[config.mk]
export PLATFORM = sky130hd
export DESIGN_NAME = load_store_unit
export DESIGN_NICKNAME = d
export VERILOG_FILES = /design/src/rtl/lsu_pkg.sv /design/src/rtl/lsu_align.sv /design/src/rtl/load_store_unit.sv
export SDC_FILE = /design/constraint.sdc
export NUM_CORES = 1
export LEC_CHECK = 0
export ABC_AREA = 1
export CAP_MARGIN = 25
export CELL_PAD_IN_SITES_DETAIL_PLACEMENT = 1
export CELL_PAD_IN_SITES_GLOBAL_PLACEMENT = 1
export CORE_AREA = 4 4 139 141
export CTS_CLUSTER_DIAMETER = 50
export DETAILED_ROUTE_END_ITERATION = 8
export DIE_AREA = 0 0 143 145
export PLACE_DENSITY = 0.83
export RECOVER_POWER = 50
export SLEW_MARGIN = 20
export SYNTH_ARGS = -nofsm -noshare
export SYNTH_HDL_FRONTEND = slang
export SYNTH_SLANG_ARGS = --single-unit
[constraint.sdc]
create_clock -name clk -period 2.35 [get_ports clk]
set_clock_uncertainty 0.1 [all_clocks]
set_input_delay 0.47 -clock clk [delete_from_list [all_inputs] [get_ports clk]]
set_output_delay 0.47 -clock clk [all_outputs]
set_load 0.03 [all_outputs]
[src/rtl/lsu_pkg.sv]
// lsu_pkg -- shared definitions for the load/store unit.
//   funct3 encodings for RISC-V loads/stores, completion status codes,
//   the controller state enum and the request legality check.
package lsu_pkg;

  localparam logic [2:0] F3_B  = 3'b000;
  localparam logic [2:0] F3_H  = 3'b001;
  localparam logic [2:0] F3_W  = 3'b010;
  localparam logic [2:0] F3_BU = 3'b100;
  localparam logic [2:0] F3_HU = 3'b101;

  localparam logic [1:0] ERR_OK       = 2'b00;
  localparam logic [1:0] ERR_MISALIGN = 2'b01;
  localparam logic [1:0] ERR_ILLEGAL  = 2'b10;
  localparam logic [1:0] ERR_TIMEOUT  = 2'b11;

  typedef enum logic [1:0] {
    IDLE = 2'b00,
    REQ  = 2'b01,
    RESP = 2'b10
  } state_t;

  // Classifies a request before any memory access is made. An illegal
  // funct3 wins over misalignment since its access size is undefined.
  function automatic logic [1:0] access_check(input logic       is_store,
                                              input logic [2:0] funct3,
                                              input logic [1:0] addr_lo);
    logic legal;
    legal = (funct3 == F3_B) || (funct3 == F3_H) || (funct3 == F3_W) ||
            (!is_store && ((funct3 == F3_BU) || (funct3 == F3_HU)));
    if (!legal)
      return ERR_ILLEGAL;
    else if ((funct3[1:0] == 2'b01) && addr_lo[0])
      return ERR_MISALIGN;
    else if ((funct3[1:0] == 2'b10) && (addr_lo != 2'b00))
      return ERR_MISALIGN;
    else
      return ERR_OK;
  endfunction

endpackage

[src/rtl/lsu_align.sv]
// lsu_align -- combinational lane logic for the load/store unit.
//   funct3     : access size/sign code
//   addr_lo    : byte offset within the word
//   wdata      : store data from the core
//   mem_rdata  : word returned by memory
//   be         : byte enables for the access
//   store_data : store data replicated into the addressed lanes
//   load_data  : selected lane, sign- or zero-extended
module lsu_align
  import lsu_pkg::*;
(
  input  logic [2:0]  funct3,
  input  logic [1:0]  addr_lo,
  input  logic [31:0] wdata,
  input  logic [31:0] mem_rdata,
  output logic [3:0]  be,
  output logic [31:0] store_data,
  output logic [31:0] load_data
);

  logic [31:0] lane;

  // Byte and halfword stores replicate their data across the word so the
  // byte enables alone pick the destination lane.
  always_comb begin
    be         = 4'b1111;
    store_data = wdata;
    case (funct3[1:0])
      2'b00: begin
        be         = 4'b0001 << addr_lo;
        store_data = {4{wdata[7:0]}};
      end
      2'b01: begin
        be         = addr_lo[1] ? 4'b1100 : 4'b0011;
        store_data = {2{wdata[15:0]}};
      end
      default: begin
        be         = 4'b1111;
        store_data = wdata;
      end
    endcase
  end

  // Shift the addressed lane down to bit 0, then extend by funct3.
  always_comb begin
    lane      = mem_rdata >> {addr_lo, 3'b000};
    load_data = lane;
    case (funct3)
      F3_B:    load_data = {{24{lane[7]}}, lane[7:0]};
      F3_H:    load_data = {{16{lane[15]}}, lane[15:0]};
      F3_BU:   load_data = {24'h000000, lane[7:0]};
      F3_HU:   load_data = {16'h0000, lane[15:0]};
      default: load_data = mem_rdata;
    endcase
  end

endmodule

[src/rtl/load_store_unit.sv]
// load_store_unit -- single-outstanding RISC-V load/store unit.
//   clk, rst (async, active low)
//   core side  : start, is_store, funct3, addr, wdata -> busy, done, rdata, err
//   memory side: mem_req, mem_we, mem_addr, mem_be, mem_wdata <- mem_ack, mem_rdata
// Optional feature: define LSU_TIMEOUT_EN to abort a request that waits
// MAX_WAIT cycles in REQ without mem_ack (err = 11).
module load_store_unit
  import lsu_pkg::*;
#(
  parameter int MAX_WAIT = 15
) (
  input  logic        clk,
  input  logic        rst,
  input  logic        start,
  input  logic        is_store,
  input  logic [2:0]  funct3,
  input  logic [31:0] addr,
  input  logic [31:0] wdata,
  output logic        busy,
  output logic        done,
  output logic [31:0] rdata,
  output logic [1:0]  err,
  output logic        mem_req,
  output logic        mem_we,
  output logic [31:0] mem_addr,
  output logic [3:0]  mem_be,
  output logic [31:0] mem_wdata,
  input  logic        mem_ack,
  input  logic [31:0] mem_rdata
);

  state_t      state, state_next;
  logic [2:0]  funct3_q;
  logic [1:0]  addr_lo_q;
  logic [2:0]  sel_funct3;
  logic [1:0]  sel_addr_lo;
  logic [3:0]  be_calc;
  logic [31:0] store_calc;
  logic [31:0] load_calc;
  logic [1:0]  check;
  logic        capture;
  logic        timeout_hit;

  assign check   = access_check(is_store, funct3, addr[1:0]);
  assign capture = (state == IDLE) && start;

  // The lane logic sees the live request while idle (to build the store
  // lanes) and the captured request afterwards (to extend the load data).
  assign sel_funct3  = (state == IDLE) ? funct3    : funct3_q;
  assign sel_addr_lo = (state == IDLE) ? addr[1:0] : addr_lo_q;

  lsu_align u_align (
    .funct3     (sel_funct3),
    .addr_lo    (sel_addr_lo),
    .wdata      (wdata),
    .mem_rdata  (mem_rdata),
    .be         (be_calc),
    .store_data (store_calc),
    .load_data  (load_calc)
  );

`ifdef LSU_TIMEOUT_EN
  localparam int CW = (MAX_WAIT > 1) ? $clog2(MAX_WAIT) : 1;
  logic [CW-1:0] wait_cnt;

  // Counts REQ cycles without an ack; held at zero outside REQ so every
  // new request starts counting from zero.
  always_ff @(posedge clk or negedge rst) begin
    if (!rst)
      wait_cnt <= '0;
    else if (state != REQ)
      wait_cnt <= '0;
    else if (!mem_ack)
      wait_cnt <= wait_cnt + CW'(1);
  end

  assign timeout_hit = (state == REQ) && !mem_ack && (wait_cnt == CW'(MAX_WAIT - 1));
`else
  // No watchdog: REQ waits for mem_ack indefinitely. The comparison is
  // constant false for any legal MAX_WAIT.
  assign timeout_hit = (MAX_WAIT < 0);
`endif

  always_ff @(posedge clk or negedge rst) begin
    if (!rst)
      state <= IDLE;
    else
      state <= state_next;
  end

  always_comb begin
    state_next = state;
    busy       = 1'b0;
    done       = 1'b0;
    mem_req    = 1'b0;
    case (state)
      IDLE: begin
        if (start)
          state_next = (check == ERR_OK) ? REQ : RESP;
      end
      REQ: begin
        busy    = 1'b1;
        mem_req = 1'b1;
        if (mem_ack || timeout_hit)
          state_next = RESP;
      end
      RESP: begin
        busy       = 1'b1;
        done       = 1'b1;
        state_next = IDLE;
      end
      default: state_next = IDLE;
    endcase
  end

  // Memory-side fields are registered at capture so they stay stable for
  // the whole request; rdata/err change only on the edge that raises done.
  always_ff @(posedge clk or negedge rst) begin
    if (!rst) begin
      funct3_q  <= '0;
      addr_lo_q <= '0;
      mem_we    <= 1'b0;
      mem_addr  <= '0;
      mem_be    <= '0;
      mem_wdata <= '0;
      rdata     <= '0;
      err       <= ERR_OK;
    end else if (capture) begin
      if (check == ERR_OK) begin
        funct3_q  <= funct3;
        addr_lo_q <= addr[1:0];
        mem_we    <= is_store;
        mem_addr  <= {addr[31:2], 2'b00};
        mem_be    <= be_calc;
        mem_wdata <= store_calc;
      end else begin
        err <= check;
      end
    end else if (state == REQ) begin
      if (mem_ack) begin
        err <= ERR_OK;
        if (!mem_we)
          rdata <= load_calc;
      end else if (timeout_hit) begin
        err <= ERR_TIMEOUT;
      end
    end
  end

endmodule
==> summary.txt <==
Timing
  • Max-Slew Margin vs Limit: -5.78%
  • Post-route setup TNS: 0 ns
  • Period minus WS final: 2.24 ns
  • Fmax: 447 MHz
  • Tcrit/Tclk final: 95.2%
  • Final setup viols: 0
  • Max-slew violations: 62
  • Worst-Margin Slew: 1.59 ns
  • Final hold violations: 0
  • Unrepaired setup endpoints after global routing: no

Critical path
  • Startpoint Class: flop
  • Worst-path fanout max: 3
  • Register-to-Register Path Depth: 12
  • Critical Path RT: roughly 1.8 ns
  • CP arrival: 1.67 ns
  • Crit path cell chain: inv_1 > ha_1 > clkdlybuf4s50_1
  • Setup slack, reg-to-reg: roughly 0.24 ns
  • Critical Path Max Stage Delay: roughly 0.67 ns
  • Critical path class: flop to output port
  • Crit-path slowest cell: clkdlybuf4s50_1
  • Worst r2r src: state[1]$_DFFE_PN0P_
  • Worst R2R End: rdata[9]$_DFFE_PN0P_
  • CP endpoint kind: output port

Yosys
  • Post-synthesis mux area share: 0%
  • Largest family of logic cells by synthesized area: simple AND/OR/NAND/NOR gates
  • Post-synthesis sequential area ratio: 48.8%
  • Avg Inst Size Synth: 7.40 um2
  • Synth Area in XOR/XNOR: 0%
  • Number of synthesized flops with an enable pin: 0
  • Ys flop type: dfrtp_1
  • Synthesized flop and latch total: 108
  • Post-synthesis adder-cell area fraction: 0.678%
  • Post-Synth Simple-Gate Area: between 30% and 40%
  • Post-synth ARST share: 100%
  • Synthesized area: 5540 um2
  • Yosys cell types: 29
  • Cells after synthesis: 749
  • Complex-gate fraction of the synthesized area: just under 10%
  • Synth warnings: 0

Final layout
  • Layout area overhead: 50.5%
  • Inserted Diodes: 0
  • Fin util: between 40 and 50%
  • Post-layout instance area: roughly 8300 um2
  • Fillers: 2226
  • Nets@finish: between 1000 and 1500
  • Share of layout cells above drive strength 1: 8.08%

Floorplanning
  • Starting Density: 30.8%
  • # IOs: between 200 and 250
  • Chip width: between 100 and 150 um
  • Std cell rows: 49
  • Die Area: 20700 um2
  • Core Box Area: ~18000 um2
  • Die Y: 145 um

GRT
  • Met3 usage: 6.22%
  • Met1 Use GR: approximately 25%
  • GR peak layer: met2
  • Vias in the first global route: 5969
  • GRT overflow: 0
  • Aggregate global-route resource usage: 19.0%
  • Met2 GRT Util: 30.5%
  • Pin count of the biggest net entering global routing: 62
  • First-pass GRT wire length: ~32000 um
  • Antenna violations before repair: 0

Pwr
  • Tot Pwr: 12.6 mW
  • P_leak: 4.08 nW
  • Peak supply drop: 0.676 mV
  • PwrDens: around 1500 nW/um2

Route
  • Final WL: 19700 um
  • Drt first pass iters: 4
  • Via density: 4.70
  • Remaining DRCs: 0
  • WL/cell: 16.5 um
  • ANT nets after route: 0
  • Drt initial violations: approximately 210
  • Via count: 5606

Min path
  • Tightest Hold Check Type: flop to flop
  • Hold Startpoint: rdata[10]$_DFFE_PN0P_
  • Hold endpoint: rdata[10]$_DFFE_PN0P_
  • Hold path cells: 2

Clock network
  • Clock transition at path regs: 0.08 ns
  • Total CTS buffers: 9
  • Clk buf depth: 2
  • # Post-CTS Setup Buffers: 0
  • Worst skew pair latency: 0.36 ns
  • Clk root buf: clkbuf_16
  • H-tree levels: 3
  • Cts hold-fix bufs: 0
  • Clk sink count: 108
  • CTS tree: yes

Outcome
  • Status: complete, but fails checks
  • Failing checks: max-capacitance violations, max-slew violations

Placement
  • GPL Wtd Cong: between 0.8 and 0.9
  • I/O Buffers: ~210
  • Post-DP HPWL: 15000 um
  • Placed instance area: 8050 um2

Job
  • Max cap viols: 1
where the power goes:
| part | internal [mW] | total, mW | switching, mW | leakage [nW] |
|---|---|---|---|---|
| Combinational | 2.91 | 7.68 | 4.77 | 2.60 |
| Sequential | 2.77 | 3.28 | 0.511 | 1.33 |
| Clock | 0.857 | 1.65 | 0.790 | 0.155 |
| Total | 6.54 | 12.6 | 6.07 | 4.08 |
per-stage QoR:
step / setup WS, ns / hold slack [ns] / std cells
6_report: 0.113 / 0.377 / 1194
5_1_grt: 0.0218 / 0.400 / 1194
4_1_cts: 0.00572 / 0.00777 / 1194
3_5_place_dp: -0.0641 / 0.364 / 1178
3_3_place_gp: -0.00509 / 0.362 / 1178
2_1_floorplan: 0.385 / 0.0744 / 750
worst max-delay path by stage:
| stage | from | endpoint | slack [ns] | depth (start not counted) |
|---|---|---|---|---|
| 3_3_place_gp | funct3[0] | mem_wdata[23]$_DFFE_PN0P_ | -0.005 | 9 |
| 4_1_cts | state[0]$_DFFE_PN0P_ | busy | 0.006 | 3 |
| 5_1_grt | state[0]$_DFFE_PN0P_ | done | 0.02 | 3 |
| 6_report | state[0]$_DFFE_PN0P_ | done | 0.11 | 3 |
| 3_5_place_dp | funct3[0] | mem_wdata[21]$_DFFE_PN0P_ | -0.06 | 9 |
| 2_1_floorplan | state[1]$_DFFE_PN0P_ | rdata[16]$_DFFE_PN0P_ | 0.38 | 9 |
synth_stat cells (7+ instances only):
cell type / n / area share [%]
nand3_1: 30 / 2.7
dfrtp_1: 108 / 49
or2_2: 16 / 1.8
nand2_1: 339 / 23
buf_2: 12 / 1.1
o21ai_1: 7 / 0.63
nand3b_1: 17 / 2.3
inv_1: 63 / 4.3
o21a_1: 10 / 1.4
o21ai_0: 55 / 5.0
clkbuf_1: 18 / 1.2
nor2_1: 19 / 1.3
a21oi_1: 18 / 1.6
cell families (layout without fill, tap and decap cells):
logic type | count (synthesis) | in the layout
compound gates | 99 | 99
fa+ha+maj | 3 | 3
buf+inv | 102 | 317
flops | 108 | 108
other cells | 1 | 2
simple gates | 436 | 436
worst max-delay path, delay by kind of cell, from the launching register on:
| kind | cells | cell delay (ns) |
|---|---|---|
| DFF | 1 | 0.40 |
| buffers and inverters | 2 | 0.76 |
| adders and majority gates | 1 | 0.15 |
metal layers:
| metal | share of wire [%] | vias to the layer above | wire length, um |
|---|---|---|---|
| li1 | - | 2749 | - |
| met1 | 43 | 2677 | 8410 |
| met4 | 2.0 | 0 | 397 |
| met5 | 0 | - | 0 |
| met3 | 8.5 | 20 | 1690 |
| met2 | 47 | 160 | 9220 |
state kept, by name (all words and copies together) (netlist names), 2 cells and up:
signal	count
mem_wdata	32
mem_be	4
mem_addr	30
state	2
rdata	32
addr_lo_q	2
err	2
funct3_q	3
cell usage in the layout (no fill, tap or decap), drive strengths merged:
master         instances
a21oi                 18
a2bb2oi                1
buf                   25
bufinv                 1
clkbuf                15
clkdlybuf4s50        170
clkinv                 3
conb                   2
dfrtp                108
dlygate4sd2            1
dlygate4sd3           34
dlymetal6s2s           1
ha                     3
inv                   67
nand2                345
nand3                 32
nand3b                17
nor2                  23
nor3                   3
o211ai                 4
o21a                  10
o21ai                 63
o22ai                  2
o31ai                  1
or2                   16
layout make-up:
cell class / count / area, um2 / area share (%)
multi-input combinational: 540 / 2430 / 29.2
tap: 229 / 287 / 3.44
inverter: 64 / 240 / 2.88
clock buffer: 9 / 225 / 2.70
timing repair buffer: 237 / 2350 / 28.2
sequential: 108 / 2700 / 32.4
clock inverter: 7 / 92.6 / 1.11
what timing repair did:
| action | 4_1_cts | 5_1_grt |
|---|---|---|
| hold endpoints to repair | 0 | 0 |
| gates resized for setup | 1 | 4 |
| setup endpoints to repair | 1 | 48 |
(Power assumes the default switching activity.)
